**src/rtl/mem_port_arb_if.sv**
```systemverilog
// Bundle of fetch, load/store and memory-side signals around the memory port arbiter.
// master = arbiter view, slave = core/memory environment view.
interface mem_port_arb_if #(
  parameter int unsigned ADDR_W = 64,
  parameter int unsigned DATA_W = 64
);
  // Instruction fetch requester
  logic                  if_req;
  logic [ADDR_W-1:0]     if_addr;
  logic                  if_gnt;
  logic                  if_rvalid;
  logic [31:0]           if_rdata;

  // Load/store requester
  logic                  ls_req;
  logic                  ls_we;
  logic [ADDR_W-1:0]     ls_addr;
  logic [DATA_W-1:0]     ls_wdata;
  logic [DATA_W/8-1:0]   ls_wstrb;
  logic                  ls_gnt;
  logic                  ls_rvalid;
  logic [DATA_W-1:0]     ls_rdata;

  // Memory side
  logic                  mem_req;
  logic                  mem_we;
  logic [ADDR_W-1:0]     mem_addr;
  logic [DATA_W-1:0]     mem_wdata;
  logic [DATA_W/8-1:0]   mem_wstrb;
  logic                  mem_ack;
  logic [DATA_W-1:0]     mem_rdata;

  modport master (
    input  if_req, if_addr,
    output if_gnt, if_rvalid, if_rdata,
    input  ls_req, ls_we, ls_addr, ls_wdata, ls_wstrb,
    output ls_gnt, ls_rvalid, ls_rdata,
    output mem_req, mem_we, mem_addr, mem_wdata, mem_wstrb,
    input  mem_ack, mem_rdata
  );

  modport slave (
    output if_req, if_addr,
    input  if_gnt, if_rvalid, if_rdata,
    output ls_req, ls_we, ls_addr, ls_wdata, ls_wstrb,
    input  ls_gnt, ls_rvalid, ls_rdata,
    input  mem_req, mem_we, mem_addr, mem_wdata, mem_wstrb,
    output mem_ack, mem_rdata
  );
endinterface

```
**src/rtl/mem_port_arb.sv**
```systemverilog
// Unified memory port arbiter: grants IF or LS, issues one access, waits for ack or timeout.
// Define ARB_RR_EN for round-robin arbitration; default build is fixed LS-over-IF priority.
module mem_port_arb #(
  parameter int unsigned ADDR_W      = 64,
  parameter int unsigned DATA_W      = 64,
  parameter int unsigned TIMEOUT_CYC = 255,
  parameter int unsigned CNT_W       = 8
) (
  input  logic           clk,
  input  logic           rst_n,
  mem_port_arb_if.master bus,
  output logic           busy,
  output logic           bus_err
);

  localparam int unsigned      STRB_W    = DATA_W / 8;
  localparam bit               TimeoutEn = (TIMEOUT_CYC != 0);
  localparam logic [CNT_W-1:0] CntLast   = TimeoutEn ? CNT_W'(TIMEOUT_CYC - 1) : '0;

  typedef enum logic [1:0] {
    StIdle,
    StIfBusy,
    StLsBusy
  } state_e;

  state_e              state_q, state_d;
  logic [CNT_W-1:0]    cnt_q, cnt_d;
  logic                mem_req_q, mem_req_d;
  logic                mem_we_q, mem_we_d;
  logic [ADDR_W-1:0]   mem_addr_q, mem_addr_d;
  logic [DATA_W-1:0]   mem_wdata_q, mem_wdata_d;
  logic [STRB_W-1:0]   mem_wstrb_q, mem_wstrb_d;
  logic                if_rvalid_q, if_rvalid_d;
  logic [31:0]         if_rdata_q, if_rdata_d;
  logic                ls_rvalid_q, ls_rvalid_d;
  logic [DATA_W-1:0]   ls_rdata_q, ls_rdata_d;
  logic                bus_err_q, bus_err_d;

  logic                pick_ls;
  logic                if_gnt;
  logic                ls_gnt;
  logic                timeout_hit;
  logic [31:0]         fetch_word;

  // ---------------------------------------------------------------------------
  // Arbitration
  // ---------------------------------------------------------------------------
`ifdef ARB_RR_EN
  // prio_ls_q set means LS wins the next tie, i.e. IF was granted last.
  logic prio_ls_q, prio_ls_d;

  assign pick_ls = bus.ls_req & (~bus.if_req | prio_ls_q);

  always_comb begin
    prio_ls_d = prio_ls_q;
    if (ls_gnt) begin
      prio_ls_d = 1'b0;
    end else if (if_gnt) begin
      prio_ls_d = 1'b1;
    end
  end

  always_ff @(posedge clk) begin
    if (!rst_n) begin
      prio_ls_q <= 1'b1;
    end else begin
      prio_ls_q <= prio_ls_d;
    end
  end
`else
  assign pick_ls = bus.ls_req;
`endif

  assign ls_gnt = (state_q == StIdle) & pick_ls;
  assign if_gnt = (state_q == StIdle) & bus.if_req & ~pick_ls;

  // ---------------------------------------------------------------------------
  // Response shaping and watchdog
  // ---------------------------------------------------------------------------
  // Fetch returns the 32-bit half of the data word selected by address bit 2.
  assign fetch_word  = 32'(bus.mem_rdata >> {mem_addr_q[2], 5'd0});
  assign timeout_hit = TimeoutEn && (cnt_q == CntLast);

  // ---------------------------------------------------------------------------
  // Next-state logic
  // ---------------------------------------------------------------------------
  always_comb begin
    state_d     = state_q;
    cnt_d       = cnt_q;
    mem_req_d   = mem_req_q;
    mem_we_d    = mem_we_q;
    mem_addr_d  = mem_addr_q;
    mem_wdata_d = mem_wdata_q;
    mem_wstrb_d = mem_wstrb_q;
    if_rvalid_d = 1'b0;
    if_rdata_d  = if_rdata_q;
    ls_rvalid_d = 1'b0;
    ls_rdata_d  = ls_rdata_q;
    bus_err_d   = 1'b0;

    unique case (state_q)
      StIdle: begin
        if (ls_gnt) begin
          state_d     = StLsBusy;
          cnt_d       = '0;
          mem_req_d   = 1'b1;
          mem_we_d    = bus.ls_we;
          mem_addr_d  = bus.ls_addr;
          mem_wdata_d = bus.ls_we ? bus.ls_wdata : '0;
          mem_wstrb_d = bus.ls_we ? bus.ls_wstrb : '1;
        end else if (if_gnt) begin
          state_d     = StIfBusy;
          cnt_d       = '0;
          mem_req_d   = 1'b1;
          mem_we_d    = 1'b0;
          mem_addr_d  = bus.if_addr;
          mem_wdata_d = '0;
          mem_wstrb_d = '1;
        end
      end

      StIfBusy, StLsBusy: begin
        if (bus.mem_ack) begin
          // An ack landing on the expiry cycle still completes normally.
          state_d   = StIdle;
          mem_req_d = 1'b0;
          if (state_q == StIfBusy) begin
            if_rvalid_d = 1'b1;
            if_rdata_d  = fetch_word;
          end else begin
            ls_rvalid_d = 1'b1;
            ls_rdata_d  = mem_we_q ? '0 : bus.mem_rdata;
          end
        end else if (timeout_hit) begin
          state_d   = StIdle;
          mem_req_d = 1'b0;
          bus_err_d = 1'b1;
          if (state_q == StIfBusy) begin
            if_rvalid_d = 1'b1;
            if_rdata_d  = '0;
          end else begin
            ls_rvalid_d = 1'b1;
            ls_rdata_d  = '0;
          end
        end else if (TimeoutEn) begin
          cnt_d = cnt_q + 1'b1;
        end
      end

      default: begin
        state_d   = StIdle;
        mem_req_d = 1'b0;
      end
    endcase
  end

  // ---------------------------------------------------------------------------
  // State registers
  // ---------------------------------------------------------------------------
  always_ff @(posedge clk) begin
    if (!rst_n) begin
      state_q     <= StIdle;
      cnt_q       <= '0;
      mem_req_q   <= 1'b0;
      mem_we_q    <= 1'b0;
      mem_addr_q  <= '0;
      mem_wdata_q <= '0;
      mem_wstrb_q <= '0;
      if_rvalid_q <= 1'b0;
      if_rdata_q  <= '0;
      ls_rvalid_q <= 1'b0;
      ls_rdata_q  <= '0;
      bus_err_q   <= 1'b0;
    end else begin
      state_q     <= state_d;
      cnt_q       <= cnt_d;
      mem_req_q   <= mem_req_d;
      mem_we_q    <= mem_we_d;
      mem_addr_q  <= mem_addr_d;
      mem_wdata_q <= mem_wdata_d;
      mem_wstrb_q <= mem_wstrb_d;
      if_rvalid_q <= if_rvalid_d;
      if_rdata_q  <= if_rdata_d;
      ls_rvalid_q <= ls_rvalid_d;
      ls_rdata_q  <= ls_rdata_d;
      bus_err_q   <= bus_err_d;
    end
  end

  // ---------------------------------------------------------------------------
  // Outputs
  // ---------------------------------------------------------------------------
  assign bus.if_gnt    = if_gnt;
  assign bus.ls_gnt    = ls_gnt;
  assign bus.if_rvalid = if_rvalid_q;
  assign bus.if_rdata  = if_rdata_q;
  assign bus.ls_rvalid = ls_rvalid_q;
  assign bus.ls_rdata  = ls_rdata_q;
  assign bus.mem_req   = mem_req_q;
  assign bus.mem_we    = mem_we_q;
  assign bus.mem_addr  = mem_addr_q;
  assign bus.mem_wdata = mem_wdata_q;
  assign bus.mem_wstrb = mem_wstrb_q;
  assign busy          = (state_q != StIdle);
  assign bus_err       = bus_err_q;

endmodule
```
**src/flat_wrapper.sv**
```systemverilog
// flat-port wrapper written by rule: the top's interface ports become plain ports
module mem_port_arb_flat 
#(
  parameter int unsigned ADDR_W      = 64,
  parameter int unsigned DATA_W      = 64,
  parameter int unsigned TIMEOUT_CYC = 255,
  parameter int unsigned CNT_W       = 8
)
  (clk, rst_n, busy, bus_err, bus_if_req, bus_if_addr, bus_if_gnt, bus_if_rvalid, bus_if_rdata, bus_ls_req, bus_ls_we, bus_ls_addr, bus_ls_wdata, bus_ls_wstrb, bus_ls_gnt, bus_ls_rvalid, bus_ls_rdata, bus_mem_req, bus_mem_we, bus_mem_addr, bus_mem_wdata, bus_mem_wstrb, bus_mem_ack, bus_mem_rdata);
  mem_port_arb_if #(.ADDR_W(ADDR_W), .DATA_W(DATA_W)) bus_i ();
  input  logic clk;
  input  logic rst_n;
  output logic busy;
  output logic bus_err;
  input wire logic [$bits(bus_i.if_req)-1:0] bus_if_req;
  input wire logic [$bits(bus_i.if_addr)-1:0] bus_if_addr;
  output wire logic [$bits(bus_i.if_gnt)-1:0] bus_if_gnt;
  output wire logic [$bits(bus_i.if_rvalid)-1:0] bus_if_rvalid;
  output wire logic [$bits(bus_i.if_rdata)-1:0] bus_if_rdata;
  input wire logic [$bits(bus_i.ls_req)-1:0] bus_ls_req;
  input wire logic [$bits(bus_i.ls_we)-1:0] bus_ls_we;
  input wire logic [$bits(bus_i.ls_addr)-1:0] bus_ls_addr;
  input wire logic [$bits(bus_i.ls_wdata)-1:0] bus_ls_wdata;
  input wire logic [$bits(bus_i.ls_wstrb)-1:0] bus_ls_wstrb;
  output wire logic [$bits(bus_i.ls_gnt)-1:0] bus_ls_gnt;
  output wire logic [$bits(bus_i.ls_rvalid)-1:0] bus_ls_rvalid;
  output wire logic [$bits(bus_i.ls_rdata)-1:0] bus_ls_rdata;
  output wire logic [$bits(bus_i.mem_req)-1:0] bus_mem_req;
  output wire logic [$bits(bus_i.mem_we)-1:0] bus_mem_we;
  output wire logic [$bits(bus_i.mem_addr)-1:0] bus_mem_addr;
  output wire logic [$bits(bus_i.mem_wdata)-1:0] bus_mem_wdata;
  output wire logic [$bits(bus_i.mem_wstrb)-1:0] bus_mem_wstrb;
  input wire logic [$bits(bus_i.mem_ack)-1:0] bus_mem_ack;
  input wire logic [$bits(bus_i.mem_rdata)-1:0] bus_mem_rdata;
  assign bus_i.if_req = bus_if_req;
  assign bus_i.if_addr = bus_if_addr;
  assign bus_if_gnt = bus_i.if_gnt;
  assign bus_if_rvalid = bus_i.if_rvalid;
  assign bus_if_rdata = bus_i.if_rdata;
  assign bus_i.ls_req = bus_ls_req;
  assign bus_i.ls_we = bus_ls_we;
  assign bus_i.ls_addr = bus_ls_addr;
  assign bus_i.ls_wdata = bus_ls_wdata;
  assign bus_i.ls_wstrb = bus_ls_wstrb;
  assign bus_ls_gnt = bus_i.ls_gnt;
  assign bus_ls_rvalid = bus_i.ls_rvalid;
  assign bus_ls_rdata = bus_i.ls_rdata;
  assign bus_mem_req = bus_i.mem_req;
  assign bus_mem_we = bus_i.mem_we;
  assign bus_mem_addr = bus_i.mem_addr;
  assign bus_mem_wdata = bus_i.mem_wdata;
  assign bus_mem_wstrb = bus_i.mem_wstrb;
  assign bus_i.mem_ack = bus_mem_ack;
  assign bus_i.mem_rdata = bus_mem_rdata;
  mem_port_arb #(.ADDR_W(ADDR_W), .DATA_W(DATA_W), .TIMEOUT_CYC(TIMEOUT_CYC), .CNT_W(CNT_W)) u_core (.clk(clk), .rst_n(rst_n), .bus(bus_i), .busy(busy), .bus_err(bus_err));
endmodule
```
**config.mk**
```make
export PLATFORM = sky130hd
export DESIGN_NAME = mem_port_arb_flat
export DESIGN_NICKNAME = d
export VERILOG_FILES = /design/src/rtl/mem_port_arb_if.sv /design/src/rtl/mem_port_arb.sv /design/src/flat_wrapper.sv
export SDC_FILE = /design/constraint.sdc
export NUM_CORES = 1
export LEC_CHECK = 0
export CORE_AREA = 2 2 201 203
export CTS_CLUSTER_SIZE = 28
export DETAILED_ROUTE_END_ITERATION = 10
export DIE_AREA = 0 0 203 205
export MAX_ROUTING_LAYER = met4
export PLACE_DENSITY = 0.6
export SKIP_LAST_GASP = 1
export SLEW_MARGIN = 30
export SYNTH_ARGS = -nofsm -noshare
export SYNTH_HDL_FRONTEND = slang
export SYNTH_SLANG_ARGS = --single-unit
```
**constraint.sdc**
```tcl
create_clock -name clk -period 3.1 [get_ports clk]
set_clock_uncertainty 0.2 [all_clocks]
set_input_delay 0.465 -clock clk [delete_from_list [all_inputs] [get_ports clk]]
set_output_delay 0.465 -clock clk [all_outputs]
set_load 0.01 [all_outputs]
```
==> metrics.txt <==
Seq cells post-synth=247; Comb pwr share=0.283; TNS Setup=0 ps; CTS tree=built; post-layout util=0.4091; Post-synth EDFFs=0; Max-slew headroom=0.5541; register share of total power=0.378; H-tree depth=1; grt total ovfl=0; CP cell instances=inv_1 > ha_1 > and2_4 > clkdlybuf4s50_1; DR vias=8722; Fillers=3913; Synth Area in Adders=0.006531; Worst Path Arrival=2220 ps; Critical Path RT=2430 ps; slew of the pin with the lowest slew margin=668.9 ps; async set or reset register ratio after synthesis=0; yosys warns=0; PD cells=616.2 nW/um^2; post-synthesis xor/xnor area fraction=0; Synth area leader=dfxtp_1; Starting Density=0.2433; Post-Syn Instances=898; layout cells sized above 1=0.06026; Net Sw Frac=0.2879; Cell Area, Synth=9579 um^2; Max-Cap Viols=0; final WL=34320 um; Horiz. Die Dim=203 um; Die Y=205 um; final antenna-violating net count=0; Compound-Gate Fraction of Synth Area=0.2308; placed insts=1868; Final Hold Fails=0; outcome=finished, final reports clean; row cnt=73; CP max FO=7; CTS Buffer Depth=3; delay-heaviest family, CP=buffers and inverters; final RePlAce weighted congestion=0.8020; TritonCTS Buffers=28; Fin Hold WS=155.5 ps; final setup fails=0; Max rail drop VDD=449.5 uV; clock latency on the worst-skew pair=550 ps; pin count of the biggest net entering global routing=66; critical path launch point type=flip-flop; Simple-Gate Fraction of Synth Area=0.1015; Worst-path clk slew=60 ps; CTS Hold Bufs=0; Detailed Routing Iterations Pass 1=5; Int Pwr=7.065 mW; Max Freq=347.0 MHz; PortBufs=509; clock share of power=0.339; worst min-delay path class=primary input to flip-flop; Post-synth top flop=dfxtp_1; Remaining DRCs=0; main combinational cell family by area after synthesis=compound AO/OA/AOI/OAI gates; Yosys top cell area share=0.5162; Mapped Nets=1173; register area share after synthesis=0.5162; synth-to-layout area growth=68.10%; fin crit period=2882 ps; CP Capture Type=output pin; Clock Sink Count=247; Post-Layout Cell Count=1921; RSZ-0062 raised after global routing=no; post-DP HPWL=24430 um; I/O pin total=510; Core Region=39370 um^2; dominant cells by area after synthesis=dfxtp_1 52%, mux2i_1 10%, o211a_1 6.7%; multiplexer area fraction after synthesis=0.1003; Yosys cell types=41; setup bufs post-CTS=0; global-route wire length before repair=51680 um; # nets final=1648; Leak=6.427 nW; crit-path max cell delay=620 ps; vias per inst=4.540; Sw Pwr=2.857 mW; synthesized area per cell=10.67 um^2; vias in the first global route=8916; wire length per cell=17.86 um; number of gates resized after cts=0; CP max stage cell=clkdlybuf4s50_1; initial DRC count=387; Clock Tree Root=clkbuf_16; max-slew violations=0; worst path bufs/invs=2; final worst path period share=0.9296; die area=41620 um^2; Crit Path Category=flip-flop to output pin; GRT Total Usage=0.1617; initial antenna violation count=2
state kept, by name (all words and copies together), names as in the netlist, 2 cells and up:
register / cells
u_core.bus.ls_rdata: 64
u_core.bus.mem_addr: 64
u_core.bus.mem_wdata: 64
u_core.bus.if_rdata: 32
u_core.bus.mem_wstrb: 8
u_core.cnt_q: 8
u_core.state_q: 2
cell usage after synthesis (all sizes together), types with 5 or more instances:
cell,count
inv,8
buf,46
o211a,64
nand3,5
a31oi,8
nand2,107
o221a,9
o22ai,34
ha,5
a22o,64
a21oi,5
dfxtp,247
nor2b,65
a22oi,64
clkbuf,35
mux2i,96
metal layers:
layer / vias up / GRT usage / wire, um
li1: 4253 / - / -
met1: 4088 / 0.1957 / 14690
met2: 322 / 0.2701 / 16620
met3: 59 / 0.03261 / 2123
met4: 0 / 0.05188 / 876
met5: - / - / 0
cells in the final DEF, fill, tap and decap left out, types with 7 or more instances in the layout:
master           count
o221a_2              9
buf_4               11
inv_1                8
clkbuf_16           29
a22oi_1             64
a22o_1              64
nand2_1            107
clkbuf_1             7
mux2i_1             96
dfxtp_1            246
buf_12               7
clkdlybuf4s50_1    508
o211a_1             64
o22ai_1             34
nor2b_1             65
clkinv_2             7
a31oi_1              8
power groups by stage:
stage	Clock (mW)	Combinational (mW)	Sequential (mW)
after floorplan	0	1.19	3.97
after global placement	0	2.82	3.81
after detailed placement	0	2.83	3.81
after CTS	3.46	2.85	3.75
after global routing	3.60	3.03	3.80
final	3.36	2.81	3.75
path summary, 6_finish.rpt:
| check | start | end | slack [ps] | cells past startpoint |
|---|---|---|---|---|
| min | rst_n | u_core.state_q[0]$_SDFFE_PN0P_ | 160 | 2 |
| min reg2reg | u_core.bus.if_rdata[12]$_SDFFE_PN0P_ | u_core.bus.if_rdata[12]$_SDFFE_PN0P_ | 270 | 2 |
| max reg2reg | u_core.state_q[0]$_SDFFE_PN0P_ | u_core.bus.ls_rdata[63]$_SDFFE_PN0P_ | 680 | 7 |
| max | u_core.state_q[1]$_SDFFE_PN0P_ | bus_ls_gnt | 220 | 4 |
kinds of logic after synthesis:
kind of cell	count (synthesis)
flip-flops	247
multiplexers	96
AND/OR/NAND/NOR	197
buffers and inverters	89
adder cells (fa/ha/maj)	5
AO/OA/AOI/OAI	264
cell type report:
class,instances,area (um^2),area share
timing repair buffer,526,5308,0.3296
multi-input combinational,562,4233,0.2629
antenna,2,5.005,0.0003108
sequential,247,4946,0.3071
clock buffer,41,820.8,0.05097
clock inverter,10,103.9,0.006449
tap,525,656.9,0.04079
inverter,8,30.03,0.001865
through the flow:
stage                     total power [mW]  instance area [um^2]  worst slack [ps]
after detailed placement             6.646                 15170             533.8
final                                9.922                 16100             218.4
after CTS                            10.06                 16100             155.0
after global routing                 10.43                 16100             107.7
after global placement               6.621                 15170             590.1
after floorplan                      5.162                  9579              1178
(Power assumes the default switching activity.)
